[src/rtl/rotr_arb_64b.sv]
// rtl/rotr_arb_64b.sv - round-robin arbiter sharing one 64-bit rotator between two requesters
// Optional grant counters are compiled only when ROTR_ARB_STAT_EN is defined.
module rotr_arb_64b #(
  parameter int CNT_W = 16
) (
  input  logic                  clk_i,
  input  logic                  rst_i,
  input  logic [1:0][63:0]      in_data_i,
  input  logic [1:0][5:0]       in_shift_i,
  input  logic [1:0]            in_valid_i,
  output logic [1:0]            in_ready_o,
  output logic [1:0][63:0]      out_data_o,
  output logic [1:0]            out_valid_o,
  input  logic [1:0]            out_ready_i,
  output logic [63:0]           rot_data_o,
  output logic [5:0]            rot_shift_o,
  output logic                  rot_valid_o,
  input  logic [63:0]           rot_data_i,
  input  logic                  rot_valid_i,
  output logic                  err_o,
  output logic [1:0][CNT_W-1:0] stat_cnt_o
);

  logic [1:0]       pend_q, pend_d;
  logic             last_q, last_d;
  logic [1:0]       tag_q, tag_d;
  logic             wr_ptr_q, wr_ptr_d;
  logic             rd_ptr_q, rd_ptr_d;
  logic [1:0]       cnt_q, cnt_d;
  logic [1:0][63:0] out_data_q, out_data_d;
  logic [1:0]       out_valid_q, out_valid_d;
  logic [63:0]      rot_data_q, rot_data_d;
  logic [5:0]       rot_shift_q, rot_shift_d;
  logic             rot_valid_q, rot_valid_d;
  logic             err_q, err_d;

  logic [1:0] elig;
  logic [1:0] grant;
  logic       gnt_idx;
  logic       push;
  logic       pop;
  logic       pop_tag;
  logic [1:0] xfer;

  // last_q holds the index granted most recently; both eligible -> the other one wins
  always_comb begin
    elig  = in_valid_i & ~pend_q;
    grant = 2'b00;
    if (!rst_i) begin
      case (elig)
        2'b01:   grant = 2'b01;
        2'b10:   grant = 2'b10;
        2'b11:   grant = last_q ? 2'b01 : 2'b10;
        default: grant = 2'b00;
      endcase
    end
    gnt_idx = grant[1];
    push    = |grant;
    pop     = rot_valid_i && (cnt_q != 2'd0);
    pop_tag = tag_q[rd_ptr_q];
    xfer    = out_valid_q & out_ready_i;
  end

  always_comb begin
    pend_d      = (pend_q & ~xfer) | grant;
    last_d      = push ? gnt_idx : last_q;
    tag_d       = tag_q;
    wr_ptr_d    = wr_ptr_q ^ push;
    rd_ptr_d    = rd_ptr_q ^ pop;
    cnt_d       = cnt_q + {1'b0, push} - {1'b0, pop};
    out_data_d  = out_data_q;
    out_valid_d = out_valid_q & ~xfer;
    rot_data_d  = rot_data_q;
    rot_shift_d = rot_shift_q;
    rot_valid_d = push;
    err_d       = err_q | (rot_valid_i && (cnt_q == 2'd0));
    if (push) begin
      tag_d[wr_ptr_q] = gnt_idx;
      rot_data_d      = in_data_i[gnt_idx];
      rot_shift_d     = in_shift_i[gnt_idx];
    end
    if (pop) begin
      out_data_d[pop_tag]  = rot_data_i;
      out_valid_d[pop_tag] = 1'b1;
    end
  end

  always_ff @(posedge clk_i) begin
    if (rst_i) begin
      pend_q      <= 2'b00;
      last_q      <= 1'b1;
      tag_q       <= 2'b00;
      wr_ptr_q    <= 1'b0;
      rd_ptr_q    <= 1'b0;
      cnt_q       <= 2'd0;
      out_data_q  <= '0;
      out_valid_q <= 2'b00;
      rot_data_q  <= '0;
      rot_shift_q <= '0;
      rot_valid_q <= 1'b0;
      err_q       <= 1'b0;
    end else begin
      pend_q      <= pend_d;
      last_q      <= last_d;
      tag_q       <= tag_d;
      wr_ptr_q    <= wr_ptr_d;
      rd_ptr_q    <= rd_ptr_d;
      cnt_q       <= cnt_d;
      out_data_q  <= out_data_d;
      out_valid_q <= out_valid_d;
      rot_data_q  <= rot_data_d;
      rot_shift_q <= rot_shift_d;
      rot_valid_q <= rot_valid_d;
      err_q       <= err_d;
    end
  end

  assign in_ready_o  = grant;
  assign out_data_o  = out_data_q;
  assign out_valid_o = out_valid_q;
  assign rot_data_o  = rot_data_q;
  assign rot_shift_o = rot_shift_q;
  assign rot_valid_o = rot_valid_q;
  assign err_o       = err_q;

`ifdef ROTR_ARB_STAT_EN
  logic [1:0][CNT_W-1:0] stat_q;

  // saturating per-requester grant counters
  always_ff @(posedge clk_i) begin
    if (rst_i) begin
      stat_q <= '0;
    end else begin
      for (int k = 0; k < 2; k++) begin
        if (grant[k] && (stat_q[k] != {CNT_W{1'b1}})) begin
          stat_q[k] <= stat_q[k] + CNT_W'(1);
        end
      end
    end
  end

  assign stat_cnt_o = stat_q;
`else
  assign stat_cnt_o = '0;
`endif

endmodule

[config.mk]
export PLATFORM = sky130hd
export DESIGN_NAME = rotr_arb_64b
export DESIGN_NICKNAME = d
export VERILOG_FILES = /design/src/rtl/rotr_arb_64b.sv
export SDC_FILE = /design/constraint.sdc
export NUM_CORES = 1
export LEC_CHECK = 0
export ABC_AREA = 1
export BUFFER_PORTS_ARGS = -buffer_cell sky130_fd_sc_hd__buf_2
export CORE_AREA = 2 2 172 174
export DETAILED_ROUTE_END_ITERATION = 7
export DIE_AREA = 0 0 174 176
export GPL_ROUTABILITY_DRIVEN = 0
export GPL_TIMING_DRIVEN = 0
export PLACE_DENSITY_LB_ADDON = 0.15
export SYNTH_ARGS = -nofsm -noshare
export SYNTH_HDL_FRONTEND = slang
export SYNTH_SLANG_ARGS = --single-unit
[constraint.sdc]
create_clock -name clk_i -period 3.9 [get_ports clk_i]
set_input_delay 1.17 -clock clk_i [delete_from_list [all_inputs] [get_ports clk_i]]
set_output_delay 1.17 -clock clk_i [all_outputs]
set_load 0.02 [all_outputs]
Yosys cells after proc, flatten, opt, wreduce, memory -nomap -nowiden
Index checks and enable logic that the tools add are counted.
{ "word_totals": {"wordCells": 60, "in_bits": 211, "ff_bits": 211} }
{ "classes": {"addsub": 2, "muxes": 18, "n_eq_ne": 3, "order_cmp": 6, "reduce_logical": 7, "n_bitwise": 11} }
{ "ops": {"columns": ["op", "n"], "rows": [
  ["64-bit two-way mux", 3],
  ["128-bit bitwise mux", 1],
  ["64-bit demux with 1-bit select", 1],
  ["6-bit two-way mux", 2],
  ["2-bit bitwise AND", 4],
  ["1-bit by 2-bit less-than comparator with 1-bit output (second input constant)", 4],
  ["2-bit two-way mux", 3],
  ["2-bit one-hot mux with 3 select lines", 1],
  ["2-bit equality test (second input constant)", 2],
  ["1-bit logical AND", 4],
  ["1-bit two-way mux", 4],
  ["2-bit inverter", 2],
  ["2-bit bitwise OR", 2],
  ["2-bit by 1-bit adder with 2-bit output", 1],
  ["2-bit bitwise mux", 1],
  ["1-bit demux with 1-bit select", 2],
  ["2-bit by 1-bit equality test with 1-bit output (second input constant)", 1],
  ["1-bit greater-or-equal comparator (second input constant)", 2],
  ["2-bit zero test", 1],
  ["2-bit nonzero test", 1],
  ["2-bit OR reduction", 1],
  ["2-bit by 1-bit subtractor with 2-bit output", 1],
  ["1-bit bitwise XOR", 2],
  ["1-bit bitwise OR", 1]
]} }

Logic depth before layout (Yosys ltp)
Gate-level depths: netlist of the first run.
{ "logic_depth": {"ltp_word": 8, "mapped_depth": 11} }

Worst setup path before layout of the first run
No wires, ideal clock.
{ "synth_path": {"path_kind": "input -> output", "from": "input port in_valid_i[1]", "to": "output port in_ready_o[0]", "cell_stages": 5, "path_slack_ns": 0.659, "arrival_ns": 2.071, "cell_sequence": "inv_2 > nor2_4 > nand2_1 > inv_1 > nor3_1"} }
{ "synth_between": {"elab_chain_len": 4, "word_cells_on_any_way": 6} }
{ "synth_lines": {"columns": ["element", "line_no", "source"], "rows": [
  ["start: declaration", "10", "input logic [1:0] in_valid_i,"],
  ["2-bit bitwise AND *", "47", "elig = in_valid_i & ~pend_q;"],
  ["2-bit equality test or 2-bit by 1-bit equality test with 1-bit output (tied branches)", "50", "case (elig)"],
  ["2-bit one-hot mux with 3 select lines *", "50", null],
  ["2-bit two-way mux *", "49", "if (!rst_i) begin"],
  ["end: declaration", "11", "output logic [1:0] in_ready_o,"]
]} }
Mark *: on every way between the ends. The rest lies on a longest branch, timed or not.

Worst setup path in the final report of the first run
Ends and elaborated chain as after synthesis.

==> metrics.md, run 1 <==
| Metric | Value |
|---|---|
| Synthesized area | 0.00887 mm^2 |
| Clock transition at the registers of the reported paths | approximately 60 ps |
| Clock tree buffer depth | 3 |
| Area leader, netlist | dfxtp_1 |
| Syn_area_per_cell | ~7.0 um^2 |
| Cts hold-fix bufs | 0 |
| Core box area | 0.0285 mm^2 |
| Post-synthesis sequential area ratio | 0.476 |
| Synth-to-Final Area Change | 39.3% |
| Final setup viols | 0 |
| Crit-path max FO | 10 |
| Synth top area share | 0.476 |
| Synth cell types | 25 |
| P_leak | 0.00657 uW |
| PnR worst setup slack | about 230 ps |
| Maxcap violations | 0 |
| Min-delay src | rot_data_o[12] |
| Setup TNS | 0 ps |
| Initial Util | 0.311 |
| DRC Markers | 0 |
| Clock group share of total power | 0.335 |
| Power Total | approximately 7000 uW |
| Syn. warnings | 0 |
| Io pins | 447 |
| Row Count | 62 |
| DRT Wirelength | 33600 um |
| Fill count | between 3000 and 4000 |
| Type of origin of the critical path | input port |
| First-pass GRT wire length | 50100 um |
| Worst-margin pin slew | 639 ps |
| RSZ-0062 raised after global routing | no |
| CTS sink count | 211 |
| Vias in the first global route | 8781 |
| Gate power share | 0.281 |
| H-tree levels | 1 |
| Part of the power in registers | 0.385 |
| Share of layout cells above drive strength 1 | 0.300 |
| Worst vdd ir | roughly 0.00038 V |
| Crit share post-route | 0.941 |
| CTS tree | yes |
| Vias per cell | roughly 4.5 |
| Largest net degree at the start of global routing | 12 |
| Register bit total from synthesis | 211 |
| Crit path time final | 3670 ps |
| Crit path arrival time | approximately 2500 ps |
| Hold Crit Class | flop to flop |
| Dominant synthesized flop cell | dfxtp_1 |
| Routed vias | 9546 |
| Critical path class | input port to primary output |
| Switching Share | 0.346 |
| Die Width | 174 um |
| Post-synth top cells | nor2_1 (353), dfxtp_1 (211), nand2_1 (160) |
| Port Buffers | 413 |
| RR Startpoint | pend_q[0] |
| EDFF count, synth | 0 |
| DR pass1 iterations | 5 |
| Cell area power density | 563 mW/mm^2 |
| Clk_lat worst skew | 520 ps |
| Die area | 0.0306 mm^2 |
| Antenna-violating nets left | 0 |
| Post-Synthesis Cells | 1268 |
| Initial antenna violation count | 5 |
| Fmax | 273 MHz |
| NetSw | 2400 uW |
| WL per Instance | 15.7 um |
| Place WS | -134 ps |
| Slew Limit Fails | 0 |
| Fin. Hold Viols | 0 |
| GRT overflow | 0 |
| Detailed placer's ending HPWL | approximately 26000 um |
| Number of DRC markers in iteration 0 | between 400 and 500 |
| Total CTS buffers | 25 |
| Worst EP required | 2730 ps |
| GRT Total Usage | 0.207 |
| Status | finished clean |
| CP Capture Type | primary output |
| FFs w/ async S/R, synth | 0 |
| P_int | 4550 uW |
| Final Util | 0.433 |
| Synth top area cells | dfxtp_1 (48%), nor2_1 (15%), nand2_1 (6.8%), o21ai_0 (6.7%), inv_1 (4.9%) |
| Relative slew slack | 0.574 |
| Clock Skews | 9.19 ps |
| Chip height | between 150 and 200 um |
| Root Buffer | clkbuf_16 |
| CP Launch Point | in_valid_i[1] |
| Most frequent cell after synthesis | nor2_1 |
| Nets | 1954 |
-- through the flow --
stage	area, um^2	hold WS, ps	instances
finish	12400	462	2142
global route	12300	482	2140
CTS	12300	463	2138
detailed placement	11500	454	2096
global placement	11500	450	2096
floorplan	8990	458	1299
-- layer usage --
| layer | global-route usage | part of all wire |
|---|---|---|
| met2 | 0.365 | 0.48 |
| met3 | 0.0607 | 0.080 |
| met4 | 0.0777 | 0.037 |
| met1 | 0.239 | 0.40 |
| met5 | 0 | 0.00069 |
-- cells by family after synthesis --
logic type	synth area share
adder cells (fa/ha/maj)	0.00564
AND/OR/NAND/NOR	0.293
XOR/XNOR	0.000988
buffers and inverters	0.121
flip-flops	0.476
other	0.000423
AO/OA/AOI/OAI	0.102
-- area by class of cell --
| class | instances | area, um^2 | share of cell area |
|---|---|---|---|
| flip-flops and latches | 211 | 4220 | 0.342 |
| inverters | 124 | 465 | 0.0377 |
| plain buffers | 118 | 608 | 0.0492 |
| multi-input cells | 846 | 3690 | 0.299 |
| well taps | 384 | 480 | 0.0389 |
| clock inverters | 3 | 65.1 | 0.00527 |
| repair buffers | 413 | 2070 | 0.167 |
| clock buffers | 39 | 738 | 0.0598 |
| diodes | 4 | 10.0 | 0.000810 |
-- final timing paths --
kind	to	slack, ps	cells after the start
worst max-delay path	in_ready_o[0]	230	7
worst min-delay path	rot_data_o[12]	460	2
worst max register to register	cnt_q[1]	1490	11
worst min register to register	rot_data_o[12]	460	2
-- cells in the final DEF, fill, tap and decap left out, types with 2 or more instances in the layout --
master / Yosys / routed
buf_4: 33 / 33
clkinv_1: 2 / 2
ha_1: 4 / 4
inv_1: 115 / 115
o21ai_1: 15 / 15
clkbuf_8: 0 / 6
inv_2: 7 / 7
clkbuf_1: 47 / 55
clkbuf_16: 0 / 25
nand3_1: 53 / 53
nand2_1: 160 / 160
o21ai_0: 118 / 118
nand3_2: 2 / 2
conb_1: 1 / 32
a21oi_1: 42 / 42
nor2_1: 353 / 353
dfxtp_1: 211 / 211
buf_2: 33 / 446
diode_2: 0 / 4
buf_1: 5 / 5
bufinv_16: 0 / 2
nand4_1: 60 / 60
-- power by group through the flow --
stage | Sequential [uW] | Combinational, uW | Clock, uW
floorplan | 3110 | 803 | 0
global placement | 2700 | 1960 | 0
detailed placement | 2710 | 1970 | 0
CTS | 2670 | 1980 | 2380
global route | 2710 | 2150 | 2480
finish | 2670 | 1950 | 2330
-- flip-flops by register name (all words and copies together), names as in the netlist --
name / flops
out_valid_o: 2
wr_ptr_q: 1
tag_q: 2
out_data_o: 128
rot_shift_o: 6
err_o: 1
pend_q: 2
rd_ptr_q: 1
last_q: 1
cnt_q: 2
rot_valid_o: 1
rot_data_o: 64
-- worst max-delay path: stages --
cell	delay, ps
buf_2	110
inv_2	60
nor2_4	60
nand2_1	310
inv_1	100
nor3_2	420
buf_2	260
-- repair_timing --
| action | in CTS | in global routing |
|---|---|---|
| setup buffers | 0 | 0 |
| endpoints found under the setup margin | 1 | 0 |
| resized for setup | 1 | 0 |
Note: power is estimated with default switching activity, not from simulation.
==> inputs of run 2 (changes only) <==
ABC_AREA = 0   (was 1)
CORE_AREA = 2 2 174 176   (was 2 2 172 174)
DIE_AREA = 0 0 176 178   (was 0 0 174 176)
==> metrics.md, run 2 <==
| Metric | Value |
|---|---|
| Status | finished clean |
| Root Buffer | clkbuf_16 |
| Chip height | ~180 um |
| Fill count | 3134 |
| Post-CTS repair timing setup buffer count | 0 |
| P_leak | 0.00567 uW |
| Io pins | 447 |
| Synth top area share | 0.439 |
| NetSw | 2340 uW |
| Antenna-violating nets left | 0 |
| Number of DRC markers in iteration 0 | 635 |
| Post-synthesis sequential area ratio | 0.439 |
| CP peak stage delay | approximately 560 ps |
| Most frequent cell after synthesis | dfxtp_1 |
| WHS Path Cells | 2 |
| Detailed placer's ending HPWL | 28400 um |
| Clk_lat worst skew | 510 ps |
| Syn_area_per_cell | a little over 8 um^2 |
| Syn. warnings | 0 |
| CP Capture Type | primary output |
| Hold EP | rot_data_o[42] |
| Post-synth top cells | dfxtp_1 (211), a21oi_1 (152), o21ai_0 (146) |
| Type of origin of the critical path | input port |
| Final setup viols | 0 |
| Die Width | 176 um |
| First-pass GRT wire length | 56500 um |
| CP max-delay cell | nor3b_2 |
| Clock tree buffer depth | 3 |
| Worst Reg2Reg Path Length in Cells | 8 |
| Register bit total from synthesis | ~210 |
| Synth top area cells | dfxtp_1 (44%), a21oi_1 (7.9%), o21ai_0 (7.6%), nand3_1 (6.8%), o31a_1 (4.7%) |
| Crit share post-route | 0.961 |
| Fmax | 267 MHz |
| DRT Wirelength | 37800 um |
| Hold Crit Class | flop to flop |
| Dominant synthesized flop cell | dfxtp_1 |
| Crit path arrival time | 2580 ps |
| Post-Synthesis Cells | between 1000 and 1500 |
| Crit-path max FO | 10 |
| Initial Util | 0.328 |
| Crit path time final | 3750 ps |
| Leading cell types in the layout, fill and taps excluded | buf_2 (427), dfxtp_1 (211), a21oi_1 (152) |
| Min-delay src | rot_data_o[42] |
| Switching Share | 0.351 |
| WHS | 470 ps |
| CTS tree | yes |
| Critical Path Most Common Cell | buf_2 |
| Synthesized area | just under 0.01 mm^2 |
| WL per Instance | 18.5 um |
| Gate power share | 0.283 |
| Cell area power density | a little over 500 mW/mm^2 |
| Share of layout cells above drive strength 1 | 0.310 |
| GRT overflow | 0 |
| Setup TNS | 0 ps |
| Max reg flops | 128 |
| CTS sink count | 211 |
| Vias in the first global route | 10100 |
| Commonest non-fill, non-tap cell in the layout | buf_2 |
| H-tree levels | 1 |
| Cts hold-fix bufs | 0 |
| GRT Total Usage | 0.227 |
| Slew Limit Fails | 0 |
| Total CTS buffers | 25 |
| Vias per cell | 5.13 |
| Part of the power in registers | 0.380 |
| Die area | 0.0313 mm^2 |
| Row Count | 63 |
| P_int | 4320 uW |
| Area leader, netlist | dfxtp_1 |
| Critical Path, Cell by Cell | buf_2 -> nor3b_2 -> clkbuf_1 -> nor2_1 -> buf_2 |
| Clock group share of total power | 0.337 |
| Critical path class | input port to primary output |
| Routed vias | 10500 |
| Clock Skews | roughly 12 ps |
| RSZ-0062 raised after global routing | no |
| Largest net degree at the start of global routing | 16 |
| EDFF count, synth | 0 |
| Synth cell types | 37 |
| Clock transition at the registers of the reported paths | 60 ps |
| Worst vdd ir | 0.000340 V |
| Nets | 1850 |
| Reg-to-reg critical path endpoint | cnt_q[0] |
| RR Startpoint | cnt_q[1] |
| Synth-to-Final Area Change | 35.9% |
| Worst EP required | 2730 ps |
| Internal reg-to-reg setup slack | roughly 1400 ps |
| Relative slew slack | 0.476 |
| Core box area | 0.0294 mm^2 |
| Maxcap violations | 0 |
| Initial antenna violation count | 7 |
| DRC Markers | 0 |
| Port Buffers | 413 |
| Worst-margin pin slew | 787 ps |
| DR pass1 iterations | 5 |
| FFs w/ async S/R, synth | 0 |
| Fin. Hold Viols | 0 |
-- run 2: changes by cell type after synthesis, sizes merged, moves of 52 or more --
cell	previous run	this run
nor2	354	11
nand2	160	2
nand3	55	130
a21oi	43	153
nor3b	0	53
o31a	0	52
nand4	60	0
-- run 2: how the worst max path moves through the flow --
stage                     cells after the start           from             to
after global placement                        8  in_valid_i[0]  in_ready_o[1]
final                                         5  in_valid_i[1]  in_ready_o[0]
after CTS                                     5  in_valid_i[1]  in_ready_o[0]
after floorplan                               5          rst_i  in_ready_o[0]
after detailed placement                      8  in_valid_i[0]  in_ready_o[1]
after global routing                          5  in_valid_i[1]  in_ready_o[0]
-- run 2: stage by stage --
stage | cell area [um^2] | setup WS [ps] | util | instances | power, uW
5_1_grt | 13100 | 26.8 | 0.445 | 2045 | 6980
3_5_place_dp | 12300 | -68.4 | 0.418 | 1999 | 4460
2_1_floorplan | 9750 | 422 | - | 1196 | 3740
4_1_cts | 13100 | 150 | 0.445 | 2041 | 6700
3_3_place_gp | 12300 | -69.2 | 0.418 | 1999 | 4460
6_report | 13100 | 152 | 0.445 | 2048 | 6660
-- run 2: cell families after synthesis --
| logic type | synth area share |
|---|---|
| simple gates | 0.124 |
| compound gates | 0.312 |
| flops | 0.439 |
| buf+inv | 0.115 |
| fa+ha+maj | 0.00520 |
| other cells | 0.000389 |
| mux | 0.00221 |
| xor+xnor | 0.00273 |
-- run 2: repair_timing --
item,in CTS,in global routing
setup endpoints to repair,1,0
resized for setup,1,0
hold endpoints to repair,0,0
-- run 2: final cells by class --
cell class / count / area (um^2) / share of cell area
clock inverter: 6 / 33.8 / 0.00258
buffer: 165 / 821 / 0.0627
timing repair buffer: 413 / 2070 / 0.158
clock buffer: 37 / 741 / 0.0566
tap: 390 / 488 / 0.0373
sequential: 211 / 4220 / 0.323
antenna: 7 / 17.5 / 0.00134
inverter: 75 / 282 / 0.0215
multi-input combinational: 744 / 4420 / 0.337
-- run 2: metal layers --
layer	track usage	vias to the layer above	routed length, um
li1	-	5078	-
met1	0.286	4947	15900
met2	0.382	401	17900
met3	0.0548	72	3030
met4	0.0727	4	966
met5	0	-	27
-- run 2: critical path: cells and delay by family --
family	cells	cell delay, ps
buffers and inverters	3	700
AND/OR/NAND/NOR	2	700
-- run 2: power by group through the flow --
stage	combinational [uW]	sequential (uW)	clock, uW
after floorplan	907	2830	0
after global placement	1880	2570	0
after detailed placement	1890	2580	0
after CTS	1890	2530	2280
after global routing	2060	2560	2360
final	1890	2530	2240
==> inputs of run 3 (changes only) <==
CORE_AREA = unset   (was 2 2 174 176)
CORE_ASPECT_RATIO = 0.9   (was unset)
CORE_MARGIN = 2   (was unset)
CORE_UTILIZATION = 35   (was unset)
DIE_AREA = unset   (was 0 0 176 178)
==> metrics.md, run 3 (synthesis gave the netlist of run 2 again) <==
| Metric | Value |
|---|---|
| Die area | 0.0289 mm^2 |
| P_leak | 0.00574 uW |
| DRT Wirelength | 37400 um |
| Total CTS buffers | 25 |
| Leading cell types in the layout, fill and taps excluded | buf_2 (427), dfxtp_1 (211), a21oi_1 (152) |
| Initial antenna violation count | 12 |
| Antenna-violating nets left | 0 |
| Commonest non-fill, non-tap cell in the layout | buf_2 |
| CTS tree | yes |
| Status | finished clean |
| Port Buffers | a little over 400 |
| Cts hold-fix bufs | 0 |
| Dpl cells | 1963 |
| Row Count | 57 |
| Maxcap violations | 0 |
| Slew Limit Fails | 0 |
| GRT Total Usage | 0.244 |
| Die Width | 179 um |
| Design Area, Final | ~0.013 mm^2 |
| Detailed placer's ending HPWL | 27900 um |
| Vias per cell | ~5.2 |
| H-tree levels | 1 |
| Hold Crit Class | flop to flop |
| DR pass1 iterations | 5 |
| Clock Skews | about 17 ps |
| Fmax | 262 MHz |
| CP Capture Type | primary output |
| Crit path arrival time | 2650 ps |
| Routed vias | 10400 |
| Clock transition at the registers of the reported paths | 60 ps |
| Crit-path max FO | 10 |
| Post-route insts no fill | between 2000 and 2500 |
| Worst-margin pin slew | 764 ps |
| Storage cell area | 0.00422 mm^2 |
| Multi-input gate area | 0.00442 mm^2 |
| Core box area | approximately 0.027 mm^2 |
| First-pass GRT wire length | 56000 um |
| DRC Markers | 0 |
| Critical path class | input port to primary output |
| Crit share post-route | 0.979 |
| WL per Instance | 18.6 um |
| Crit path time final | 3820 ps |
| Synth-to-Final Area Change | 37.0% |
| PnR worst setup slack | 83.7 ps |
| CTS sink count | between 200 and 250 |
| Initial Util | 0.356 |
| Max reg flops | 128 |
| Fin. Hold Viols | 0 |
| Place WS | -57.3 ps |
| Root Buffer | clkbuf_16 |
| Relative slew slack | 0.491 |
| Vias in the first global route | ~9800 |
| Share of layout cells above drive strength 1 | 0.313 |
| Final setup viols | 0 |
| RSZ-0062 raised after global routing | no |
| Io pins | 447 |
| Chip height | 161 um |
| Clk_lat worst skew | 530 ps |
| Worst EP required | between 2000 and 3000 ps |
| Nets | between 1500 and 2000 |
| Largest net degree at the start of global routing | 14 |
| Final Util | 0.488 |
| Type of origin of the critical path | input port |
| GRT overflow | 0 |
| Clock tree buffer depth | 3 |
| Placed cell area | 0.0123 mm^2 |
| Number of DRC markers in iteration 0 | between 500 and 600 |
| Worst vdd ir | 0.000278 V |
| Fill count | 2748 |
| Cell area power density | between 500 and 600 mW/mm^2 |
[run 3: cell types whose count changed in the layout (fill, tap and decap cells not counted), sizes merged]
cell / previous run / this run
clkinvlp: 0 / 1
clkbuf: 135 / 133
inv: 74 / 75
bufinv: 0 / 4
diode: 7 / 6
clkinv: 7 / 5
[run 3: path summary, 6_finish.rpt]
check,startpoint,end,slack [ps],depth (start not counted)
worst max register to register,pend_q[0],cnt_q[0],1520,9
worst min-delay path,err_o,err_o,460,2
worst min register to register,err_o,err_o,460,2
worst max-delay path,in_valid_i[0],in_ready_o[1],80,8
[run 3: per-layer routing]
layer | track usage | up-vias | share of wire
li1 | - | 5084 | -
met1 | 0.316 | 4870 | 0.42
met2 | 0.404 | 422 | 0.47
met3 | 0.0654 | 51 | 0.089
met4 | 0.0573 | 10 | 0.020
met5 | 0 | - | 0.0018
[run 3: layout make-up]
cell class / instances / area share
timing repair buffer: 413 / 0.157
inverter: 75 / 0.0213
clock inverter: 10 / 0.0121
tap: 354 / 0.0336
multi-input combinational: 744 / 0.335
sequential: 211 / 0.320
antenna: 6 / 0.00114
clock buffer: 34 / 0.0568
buffer: 166 / 0.0628
[run 3: critical path, cell delays in order]
cell and delay, ps:
buf_2 110, and3b_1 160, buf_2 210, clkbuf_4 270
buf_4 220, buf_2 270, nor2_1 80, buf_2 160
[run 3: per-stage QoR]
stage | TNS [ps] | hold slack, ps | total power, uW
4_1_cts | 0 | 467 | 7020
5_1_grt | 0 | 490 | 7320
6_report | 0 | 463 | 6990
3_5_place_dp | -57.3 | 451 | 4450
3_3_place_gp | -68.4 | 448 | 4440
2_1_floorplan | 0 | 459 | 3740
[run 3: repair_timing]
item / CTS / global route
endpoints found under the hold margin: 0 / 0
endpoints found under the setup margin: 1 / 2
gates resized for setup: 1 / 2
setup buffers: 0 / 0
[run 3: power by group]
part	switching, uW	total [uW]	internal [uW]
Clock	971	2580	1600
Combinational	1260	1890	622
Sequential	129	2530	2400
Total	2370	6990	4630
